### src/rtl/unidade_execucao.sv
// Lapido multi-cycle sequencer: fetch, decode, execute, write-back.
// Drives the register bank ports; the ALU result is registered before write.
module unidade_execucao #(
  parameter int bits_palavra  = 32,
  parameter int end_registros = 4,
  parameter int largura_pc    = 16
) (
  input  logic                     clock,
  input  logic                     reset,
  output logic                     instr_req,
  input  logic                     instr_ack,
  input  logic [31:0]              instrucao,
  output logic [largura_pc-1:0]    pc,
  output logic [end_registros-1:0] end_a,
  output logic [end_registros-1:0] end_b,
  output logic                     habilita,
  output logic [bits_palavra-1:0]  dado_escrita,
  input  logic [bits_palavra-1:0]  dado_a,
  input  logic [bits_palavra-1:0]  dado_b,
  output logic                     parado,
  output logic                     ilegal
);

  localparam logic [5:0] OP_NOP  = 6'h00;
  localparam logic [5:0] OP_ADD  = 6'h01;
  localparam logic [5:0] OP_SUB  = 6'h02;
  localparam logic [5:0] OP_AND  = 6'h03;
  localparam logic [5:0] OP_OR   = 6'h04;
  localparam logic [5:0] OP_ADDI = 6'h05;
  localparam logic [5:0] OP_LI   = 6'h06;
  localparam logic [5:0] OP_HALT = 6'h3F;

  typedef enum logic [2:0] {
    INICIO,
    BUSCA,
    DECODIFICA,
    EXECUTA,
    ESCRITA,
    PARADO
  } estado_t;

  typedef enum logic [1:0] {
    C_NOP,
    C_ILEGAL,
    C_HALT,
    C_EXEC
  } classe_t;

  estado_t                  estado;
  classe_t                  classe;
  logic [31:0]              ir;
  logic [5:0]               op;
  logic [end_registros-1:0] rd;
  logic [end_registros-1:0] rs_in;
  logic [end_registros-1:0] rt_in;
  logic [bits_palavra-1:0]  imm;
  logic [bits_palavra-1:0]  resultado;
  logic [largura_pc-1:0]    pc_inc;

  assign op     = ir[31:26];
  assign rd     = end_registros'(ir[25:22]);
  assign rs_in  = end_registros'(instrucao[21:18]);
  assign rt_in  = end_registros'(instrucao[17:14]);
  assign imm    = {{(bits_palavra-14){ir[13]}}, ir[13:0]};
  assign pc_inc = pc + largura_pc'(1);

  always_comb begin
    classe = C_ILEGAL;
    unique case (1'b1)
      (op == OP_NOP):
        classe = C_NOP;
      (op == OP_HALT):
        classe = C_HALT;
      (op >= OP_ADD && op <= OP_LI):
        classe = C_EXEC;
      default:
        classe = C_ILEGAL;
    endcase
  end

  always_comb begin
    resultado = '0;
    case (op)
      OP_ADD:  resultado = dado_a + dado_b;
      OP_SUB:  resultado = dado_a - dado_b;
      OP_AND:  resultado = dado_a & dado_b;
      OP_OR:   resultado = dado_a | dado_b;
      OP_ADDI: resultado = dado_a + imm;
      OP_LI:   resultado = imm;
      default: resultado = '0;
    endcase
  end

  // Read addresses come straight from the fetched word so the bank
  // samples them on the negedge inside DECODIFICA.
  always_ff @(posedge clock or posedge reset) begin
    if (reset) begin
      estado       <= INICIO;
      ir           <= '0;
      pc           <= '0;
      instr_req    <= 1'b0;
      end_a        <= '0;
      end_b        <= '0;
      habilita     <= 1'b0;
      dado_escrita <= '0;
      parado       <= 1'b0;
      ilegal       <= 1'b0;
    end else begin
      unique case (estado)
        INICIO: begin
          instr_req <= 1'b1;
          estado    <= BUSCA;
        end
        BUSCA: begin
          if (instr_ack) begin
            ir        <= instrucao;
            instr_req <= 1'b0;
            end_a     <= rs_in;
            end_b     <= rt_in;
            habilita  <= 1'b0;
            estado    <= DECODIFICA;
          end
        end
        DECODIFICA: begin
          unique case (classe)
            C_NOP: begin
              pc        <= pc_inc;
              instr_req <= 1'b1;
              estado    <= BUSCA;
            end
            C_ILEGAL: begin
              ilegal    <= 1'b1;
              pc        <= pc_inc;
              instr_req <= 1'b1;
              estado    <= BUSCA;
            end
            C_HALT: begin
              parado <= 1'b1;
              estado <= PARADO;
            end
            C_EXEC: begin
              estado <= EXECUTA;
            end
            default: estado <= EXECUTA;
          endcase
        end
        EXECUTA: begin
          dado_escrita <= resultado;
          end_a        <= rd;
          habilita     <= 1'b1;
          estado       <= ESCRITA;
        end
        ESCRITA: begin
          habilita  <= 1'b0;
          pc        <= pc_inc;
          instr_req <= 1'b1;
          estado    <= BUSCA;
        end
        PARADO: begin
          estado <= PARADO;
        end
        default: estado <= INICIO;
      endcase
    end
  end

endmodule

### config.mk
export PLATFORM = sky130hd
export DESIGN_NAME = unidade_execucao
export DESIGN_NICKNAME = d
export VERILOG_FILES = /design/src/rtl/unidade_execucao.sv
export SDC_FILE = /design/constraint.sdc
export NUM_CORES = 1
export LEC_CHECK = 0
export CORE_MARGIN = 2
export CORE_UTILIZATION = 40
export CTS_BUF_LIST = sky130_fd_sc_hd__clkbuf_16
export DETAILED_ROUTE_END_ITERATION = 7
export PLACE_DENSITY = 0.66
export SETUP_SLACK_MARGIN = 0.2
export SLEW_MARGIN = 25
export SYNTH_ARGS = -nofsm -noshare
export SYNTH_HDL_FRONTEND = slang
export SYNTH_SLANG_ARGS = --single-unit
### constraint.sdc
create_clock -name clock -period 11.1 [get_ports clock]
set_input_delay 2.22 -clock clock [delete_from_list [all_inputs] [get_ports clock]]
set_output_delay 2.22 -clock clock [all_outputs]
set_load 0.005 [all_outputs]
After elaboration in Yosys (flattened, before gate mapping)
Cells that the tools add are included.
Widths: inputs -> output; s select.
{ "classes": {"n_addsub": 4, "n_mul": 0, "div_mod_pow": 0, "order_cmp": 2, "eq_ne": 17, "n_shift": 0, "n_mux": 13, "bitwise_logic": 2, "n_reduce_logical": 17} }
{ "ops": {"columns": ["cell", "n"], "rows": [
  ["$pmux 32 s6", 1],
  ["$add 32x32->32", 2],
  ["$and 32x32->32", 1],
  ["$or 32x32->32", 1],
  ["$pmux 16 s2", 1],
  ["$sub 32x32->32", 1],
  ["$eq 6x3->1 const B", 3],
  ["$add 16x1->16 const B", 1],
  ["$mux 16", 1],
  ["$pmux 3 s5", 1],
  ["$eq 6x2->1 const B", 2],
  ["$reduce_and 2->1", 6],
  ["$pmux 3 s3", 1],
  ["$pmux 4 s2", 1],
  ["$eq 3x2->1 const B", 2],
  ["$eq 3x3->1 const B", 2],
  ["$eq 6x1->1 const B", 1],
  ["$eq 6x6->1 const B", 1],
  ["$ge 6x1->1 const B", 1],
  ["$le 6x3->1 const B", 1],
  ["$logic_not 6->1", 1],
  ["$pmux 1 s3", 2],
  ["$pmux 2 s3", 1],
  ["$reduce_bool 3->1", 2],
  ["other kinds (13)", 18]
]} }
{ "word_totals": {"reg_bits": 95, "latch_bits": 0, "mem_bits_rw": 0, "rom_bits": 0, "in_bits": 99, "out_inout_bits": 60, "word_cells": 65, "n_memories": 0} }

Depth between registers and ports, before layout
{ "depth": {"depth_word": 7, "ltp_mapped": 21, "ltp_nobuf": 21} }

Worst setup path before layout
No wires, ideal clock.
{ "synth_timing": {"path_kind": "in2reg", "start": "input port dado_b[9]", "end": "register dado_escrita[31]", "setup_time_ns": 0.135, "arrival_ns": 6.341, "t_required_ns": 10.965, "slack_ns": 4.624, "stages": 17, "path_buffers": 0, "path_cell_list": "or3_4 or3_4 or4_4 or3_4 or4_4 or2_1 and3_1 o21ai_0 ha_1 a21o_1 a21o_1 a21oi_1 o21ai_0 a211o_1 a31oi_1 xnor2_1 o21ai_0"} }
{ "synth_between": {"elab_chain_len": 2, "word_cells_on_any_way": 3, "classes_between": "add/sub: 2; mux: 1"} }
{ "synth_rtl": {"columns": ["item", "line_no", "source"], "rows": [
  ["start, declared", "19", "input logic [bits_palavra-1:0] dado_b,"],
  ["$sub 32x32->32 / $add 32x32->32 (equally long branches)", "85, 84", null],
  ["$pmux 32 s6 (*)", "83", "case (op)"],
  ["end signal, assigned", "148", "dado_escrita <= resultado;"],
  ["end, declared", "17", "output logic [bits_palavra-1:0] dado_escrita,"]
]} }
Mark *: on every way between the ends. The rest lies on a longest branch, timed or not.
A chain may end at the register's enable or synchronous reset.

Final worst setup path
{ "layout_timing": {"start": "input port dado_b[0]", "end": "register dado_escrita[31]"} }
The elaborated chain is that of the path after synthesis.

==> impl_metrics.ini <==
[clock_tree]
post_cts_buffers = 0
root_buffer = clkbuf_16
clock_sinks = 87
cts_tree = done
htreeDepth = 3
ctsHoldBuffers = 0
post_cts_resized = 0
cts.clk_slew.worst_paths_ns = 0.07
worstSkewPairLatency_ns = 0.35
numCtsBuffers = 9
cts_buffer_depth = 2

[hold_path]
hold_class = reg -> reg
holdPathEnd = ilegal
whs_path_depth = 1
worstHoldStart = ilegal

[layout]
final_nets = 1078
final_util = 0.5358
areaGrowthSynthToFinish_pct = 30.34
final_cell_mix = clkdlybuf4s50_1 (158), dfrtp_1 (87), nand2_1 (81)
drive_above_1_share = 0.07105
n_fill_cell = 1582
mostFrequentLayoutCell = clkdlybuf4s50_1

[logic_synthesis]
ys.flop_type = dfrtp_1
ys.warnings.count = 0
synth_fp_nets = 946
synth_area_leaders = dfrtp_1 (32%), ha_1 (7.1%), o21ai_0 (5.1%), mux2_2 (4.6%), nand2_1 (4.4%)
ys_types = 56
ys_async_sr_fraction = 1.000
syn-cell-area_mm2 = 0.006842
synth_edf_count = 0
synth_top_cell_area_share = 0.3182
synth_seq_cells = 87
seq_area_frac_synth = 0.3182
syn-instance-count = 807
syn_avg_cell_area_um2 = 8.478
yosysTopAreaCell = dfrtp_1

[critical_path]
cpMostUsedCell = o21ai_0
path_cells = clkdlybuf4s50_1 > inv_1 > ha_1 > nor3b_1 > nand2_1 > or4_4 > or3_4 > or4_4 > or2_1 > and3_1 > o21ai_0 > ha_1 > a21o_1 > a21o_1 > a21oi_1 > o21ai_0 > a211o_1 > a31oi_1 > xnor2_1 > o21ai_0
cp-start-kind = input pin
endpoint_kind = register
crit_required_ns = 11.30
rrSetupSlack_ns = 5.67
critPathSlowestCell = or4_4
critPathMaxFanout = 7
worstRegToRegCells = 16
critPathBufInv = 2
crit_arrival_ns = 7.22
cp_slowest_stage_delay_ns = 0.48
r2r-end = dado_escrita[27]
path_delay_family = simple AND/OR/NAND/NOR gates
crit_type = in -> reg
r2r-start = ir[29]

[die]
dieArea_mm2 = 0.01817
coreArea_mm2 = 0.01664
num_io_pins = 159
start_util = 0.4111
dieWidth_um = 134.8
fp-row-count = 47
die_h_um = 134.8

[detailed_routing]
ant_nets = 0
vias_per_cell = 5.832
post_drt_wl_per_cell_um = 17.94
finalWirelength_um = 20900
vias = 6794
drc_errors = 0
drtIter0Drc = 488
firstDrtPassIters = 5

[flow_run]
cap_violations = 0

[power]
p_leak_uw = 0.003705
p_per_area_mw_per_mm2 = 182.5
fin_total_pwr_uw = 1627
peakVddDrop_mv = 0.1135

[sta]
timing.final.ws_setup_ns = 4.078
max_freq_mhz = 142.4
tns_ns = 0
slew_violations = 0
hold_violations = 0
hold_ws_ns = 0.4736
setup_viol = 0
period_share = 0.6326
tightestPinTransition_ns = 1.008
rsz0062_at_grt = false
skew_ns = 0.01092
maxSlewHeadroom = 0.3244
period_minus_slack_ns = 7.022

[placement]
post-dp-hpwl_um = 14990
io_buffers = 158
globalplace.congestion = 0.9864
dp_slack_ns = 3.764

[global_routing]
grt_antenna_before_repair = 3
grt_pass1_vias = 6325
grt_pass1_wl_um = 33290
track_usage = 0.2307
grt_max_degree = 77
grt_overflow_total = 0

[outcome]
status = completed
power by group:
part | total [uW] | leakage (uW) | internal (uW) | switching (uW)
clock | 330 | 0.000155 | 196 | 134
combinational | 776 | 0.00245 | 397 | 379
sequential | 522 | 0.00110 | 429 | 93.1
Yosys cell counts, types with 5 or more instances:
library cell,n
a31oi_1,10
a211oi_1,6
dfrtp_1,87
mux2_2,28
a21boi_0,6
a222oi_1,5
inv_1,18
xor2_1,11
a21o_1,33
nor3b_1,5
o21ai_0,70
nor2b_1,6
clkbuf_1,41
nor3_1,31
or3_1,13
a221o_1,12
a21oi_1,45
mux2i_1,7
a32oi_1,6
nor2_1,63
nand4_1,11
o221ai_1,9
nand2_1,81
and3_1,7
o311ai_0,9
xnor2_1,26
a221oi_1,24
ha_1,39
and2_1,7
a22oi_1,7
nand3_1,18
nand2b_1,7
logic make-up after synthesis:
group | share of synthesized area
compound gates | 0.2677
xor+xnor | 0.04737
fa+ha+maj | 0.07425
buf+inv | 0.03859
flops | 0.3182
mux | 0.05633
simple gates | 0.1975
registers in the layout, summed over array words and instances, names as in the netlist:
register	count
end_b	3
pc	16
ilegal	1
dado_escrita	32
instr_req	1
parado	1
ir	25
habilita	1
estado	3
end_a	4
routing by layer:
| metal | vias up | GRT usage | part of all wire |
|---|---|---|---|
| li1 | 3302 | - | - |
| met1 | 3222 | 0.3141 | 0.45 |
| met3 | 23 | 0.06832 | 0.088 |
| met2 | 247 | 0.3559 | 0.44 |
| met5 | - | 0 | 0 |
| met4 | 0 | 0.06667 | 0.016 |
area by class of cell:
| class | instances | area, um2 | share of cell area |
|---|---|---|---|
| clock inverters | 6 | 85.08 | 0.009541 |
| clock buffers | 9 | 225.2 | 0.02526 |
| well taps | 220 | 275.3 | 0.03087 |
| diodes | 2 | 5.005 | 0.0005612 |
| flip-flops and latches | 87 | 2177 | 0.2441 |
| inverters | 18 | 68.82 | 0.007717 |
| repair buffers | 169 | 1668 | 0.1870 |
| multi-input cells | 654 | 4413 | 0.4949 |
worst register-to-register path: cells and delay by family (launching register included):
family | cells | cell delay (ns)
xor gates and xnor gates | 1 | 0.18
and+or+nand+nor | 4 | 1.51
AOI/OAI and AO/OA | 9 | 2.60
DFF | 1 | 0.40
adders and majority gates | 1 | 0.32
buffers and inverters | 1 | 0.27
worst max path at each step:
stage               slack (ns)  startpoint  cells after the start                to
finish                    4.08   dado_b[0]                     20  dado_escrita[31]
global route              3.80   dado_b[0]                     22  dado_escrita[30]
CTS                       4.16   dado_b[7]                     18  dado_escrita[31]
detailed placement        3.76   dado_b[7]                     18  dado_escrita[31]
global placement          3.87   dado_b[7]                     18  dado_escrita[31]
floorplan                 4.62   dado_b[9]                     17  dado_escrita[31]
stage by stage:
step | instances | instance area, um2
floorplan | 807 | 6842
global placement | 1148 | 8598
detailed placement | 1148 | 8598
CTS | 1163 | 8909
global route | 1163 | 8912
finish | 1165 | 8917
(Power assumes the default switching activity.)
==> variant 1: new RTL, same flow settings <==
Change the parameter `end_registros` from 4 to 5.
--- a/src/rtl/unidade_execucao.sv
+++ b/src/rtl/unidade_execucao.sv
@@ -3,5 +3,5 @@
 module unidade_execucao #(
   parameter int bits_palavra  = 32,
-  parameter int end_registros = 4,
+  parameter int end_registros = 5,
   parameter int largura_pc    = 16
 ) (
Interface: changed (resized end_a and end_b); port bits go from 159 to 161. No check against the original RTL was run, so the function may have changed too.
==> variant 1 against the original RTL <==
- power increased by 7.3%
- final area increased by 1.3%
- clock skew increased by 0.0020 ns
- largest power group unchanged
- global-route usage increased by 0.18 points
- worst setup slack got worse by 0.050 ns
- routed wire length increased by 3.9%
- synthesized cell count increased by 0.50%
- area after synthesis increased by 2.7%
- cell count about the same
- clock power increased by 4%
- count of clock-buffer cells in the layout unchanged
- sequential cell count unchanged
- fmax decreased by 0.70%
- critical path type unchanged
- highest routed layer unchanged
==> variant 1: results <==
metrics = {
    "final_layout": {
        "fillers": 1632,
        "drive_above_1_share": 0.0903,
    },
    "critical_path": {
        "cp_max_fo": 8,
        "ff2ff_setup_slack_ns": 5.78,
        "cp_slowest_cell": "o311ai_1",
        "r2r-end": "dado_escrita[31]",
        "crit_start": "dado_b[2]",
        "crit_family": "compound AO/OA/AOI/OAI gates",
        "critPathMaxStageDelay_ns": 0.60,
    },
    "sta": {
        "skew_ns": 0.0129,
        "fin_hold_ws_ns": 0.470,
        "worst_pin_slew_ns": 0.810,
    },
    "global_route": {
        "grt_pass1_vias": 6316,
        "met3_usage": 0.0289,
        "grt_pass1_wl_mm": 34.0,
        "grt_max_degree": 62,
    },
    "worst_hold_path": {
        "min-delay-start": "pc[15]",
        "whs_endpoint": "pc[15]",
    },
    "power_and_ir_drop": {
        "p_int_mw": 1.08,
        "vdd_drop_max_mv": 0.103,
    },
    "logic_synthesis": {
        "ys_types": 68,
        "synth_area_leaders": "dfrtp_1 31%, ha_1 6.9%, mux2_2 4.8%",
        "yosys-top-cells-count": "87 x dfrtp_1, 75 x nand2_1, 69 x nor2_1",
    },
    "routing": {
        "drtIter0Drc": 484,
        "routedLengthMet1_mm": 9.83,
        "dr.pass1.iters": 6,
        "num_vias": 6893,
    },
    "run_status": {
        "status": "finished clean",
    },
    "place": {
        "postPlaceCellArea_sq_um": 8710,
        "hpwl_mm": 15.6,
    },
}
variant 1: kinds of logic after synthesis:
kind of cell,count (synthesis),share of synthesized area
AOI/OAI and AO/OA,277,0.282
xor gates and xnor gates,37,0.0461
adders and majority gates,40,0.0723
buffers and inverters,69,0.0484
DFF,87,0.310
muxes,35,0.0552
other,1,0.000534
and+or+nand+nor,265,0.186
variant 1: power by group through the flow:
stage | clock (mW) | combinational (mW) | sequential, mW
after floorplan | 0 | 0.557 | 0.518
after global placement | 0 | 0.850 | 0.549
after detailed placement | 0 | 0.855 | 0.551
after CTS | 0.350 | 0.861 | 0.546
after global routing | 0.359 | 0.948 | 0.566
final | 0.342 | 0.858 | 0.547
variant 1: layout make-up:
type	instances	area [sq um]	area share
clock buffer	9	225	0.0249
clock inverter	6	91.3	0.0101
inverter	15	57.6	0.00637
multi-input combinational	656	4540	0.503
sequential	87	2180	0.241
tap	225	282	0.0312
timing repair buffer	168	1660	0.183
==> variant 2: new RTL, config.mk and constraints unchanged <==
Without the edit above. Remove the case item `OP_ADDI` of the case on `op`.
--- a/src/rtl/unidade_execucao.sv
+++ b/src/rtl/unidade_execucao.sv
@@ -86,5 +86,4 @@
       OP_AND:  resultado = dado_a & dado_b;
       OP_OR:   resultado = dado_a | dado_b;
-      OP_ADDI: resultado = dado_a + imm;
       OP_LI:   resultado = imm;
       default: resultado = '0;
Behaviour: not the same (Yosys sat finds a counterexample within 10 cycles, from zero or initial values and one cycle with reset high).
==> variant 2 against the original RTL <==
- sequential cell count did not move
- synthesized cell count is 1.2% lower
- final area is 0.38% lower
- power decreased by 3.5%
- area after synthesis is 0.24% higher
- utilization is 0.20 points lower
- worst setup slack improved by 0.83 ns
- routed wire length grew 3.7%
- die area rose by 0.23%
- global-route usage grew 1.2 points
- sequential power fell by 3%
- critical path type unchanged
- critical endpoint is now dado_escrita[29]
- largest power group unchanged
- highest routed layer unchanged
==> variant 2: results <==
metrics = {
    "run_status": {
        "status": "finished clean",
    },
    "cts": {
        "cts_made_buffers": 9,
        "ctsResizeCount": 0,
        "cts_setup_buffers": 0,
        "cts_buffer_depth": 2,
    },
    "sta": {
        "worst_pin_slew_ns": 0.960,
        "skew_ns": 0.00746,
    },
    "final_layout": {
        "largestRegisters": "dado_escrita: 32 flops, ir: 25 flops, pc: 16 flops",
        "n_antenna_cell": 0,
        "drive_above_1_share": 0.0806,
        "nNetsFinal": 1061,
        "fillers": 1562,
    },
    "global_route": {
        "track_usage": 0.243,
        "grt_pass1_wl_mm": 34.9,
        "antenna_found_initial": 1,
        "grt_max_degree": 70,
        "grt_pass1_vias": 6529,
    },
    "logic_synthesis": {
        "synth_area_leaders": "dfrtp_1 32%, ha_1 6.4%, a21oi_1 5.5%",
        "ys_types": 69,
        "synth_top_cell_area_share": 0.317,
        "synth_nets": 932,
        "yosys-top-cells-count": "87 x dfrtp_1, 82 x nand2_1, 75 x a21oi_1",
        "ys_seq_area_frac": 0.317,
    },
    "routing": {
        "dr.pass1.iters": 5,
        "via_per_inst": 5.82,
        "routed_wl_mm": 21.7,
        "drtIter0Drc": 645,
    },
    "power_and_ir_drop": {
        "vdd_drop_max_mv": 0.108,
        "p_leak_nw": 3.64,
        "power.total_mw": 1.57,
    },
    "place": {
        "gp_congestion": 0.903,
        "hpwl_mm": 16.2,
        "portBuffers": 158,
    },
    "critical_path": {
        "cp_data_arrival_time_ns": 6.44,
        "cp_max_fo": 10,
        "critPathMaxStageDelay_ns": 0.55,
    },
    "worst_hold_path": {
        "hold_class": "flip-flop to flip-flop",
    },
}
[variant 2: cell count changes after synthesis, moves of 12 or more]
cell	before	now
clkbuf_1	41	29
a21oi_1	45	75
a21o_1	33	17
nor2_1	63	47
nor3_1	31	19
xor2_1	11	30
xnor2_1	26	41
[variant 2: report_power, final]
| part | switching (mW) | total, mW | internal, mW |
|---|---|---|---|
| logic | 0.365 | 0.730 | 0.366 |
| registers | 0.0855 | 0.508 | 0.423 |
| clock network | 0.152 | 0.333 | 0.180 |
[variant 2: cells by family (layout without fill, tap and decap cells)]
family          count (synthesis)  count (layout)  synth area share
flops                          87              87             0.317
xor+xnor                       72              72            0.0930
simple gates                  231             231             0.170
compound gates                274             274             0.261
fa+ha+maj                      36              36            0.0668
mux                            31              31            0.0505
buf+inv                        66             200            0.0412
[variant 2: metrics by stage]
| step | setup WS, ns | instance area, sq um | instances | hold WS (ns) |
|---|---|---|---|---|
| after detailed placement | 4.55 | 8560 | 1135 | 0.467 |
| final | 4.90 | 8880 | 1151 | 0.480 |
| after CTS | 4.94 | 8880 | 1151 | 0.481 |
| after floorplan | 5.60 | 6860 | 797 | 0.454 |
| after global placement | 4.72 | 8560 | 1135 | 0.448 |
| after global routing | 4.47 | 8880 | 1151 | 0.508 |
[variant 2: path summary, 6_finish.rpt]
path,from,endpoint,slack [ns],cells past startpoint
worst max-delay path,dado_b[9],dado_escrita[29],4.90,15
worst min-delay path,pc[15],pc[15],0.48,1
worst max register to register,ir[28],dado_escrita[17],6.50,11
worst min register to register,pc[15],pc[15],0.48,1
max in group asynchronous,reset,dado_escrita[9],7.76,3
min in group asynchronous,reset,dado_escrita[26],2.14,2
[variant 2: critical path, delay by kind of cell]
kind | cells | cell delay (ns)
simple gates | 7 | 1.85
compound gates | 5 | 1.30
buf+inv | 1 | 0.53
fa+ha+maj | 1 | 0.39
xor+xnor | 1 | 0.16
[variant 2: metal layers]
metal  global-route usage  wire length (microns)
met4               0.0810                    483
met3               0.0514                   1470
met1                0.328                   9920
met5                    0                      0
met2                0.389                   9800
[variant 2: cell type report]
| cell class | instances | share of cell area |
|---|---|---|
| Sequential cell | 87 | 0.245 |
| Clock buffer | 9 | 0.0254 |
| Clock inverter | 7 | 0.0104 |
| Multi-Input combinational cell | 644 | 0.497 |
| Inverter | 21 | 0.00901 |
| Tap cell | 220 | 0.0310 |
| Timing Repair Buffer | 163 | 0.182 |
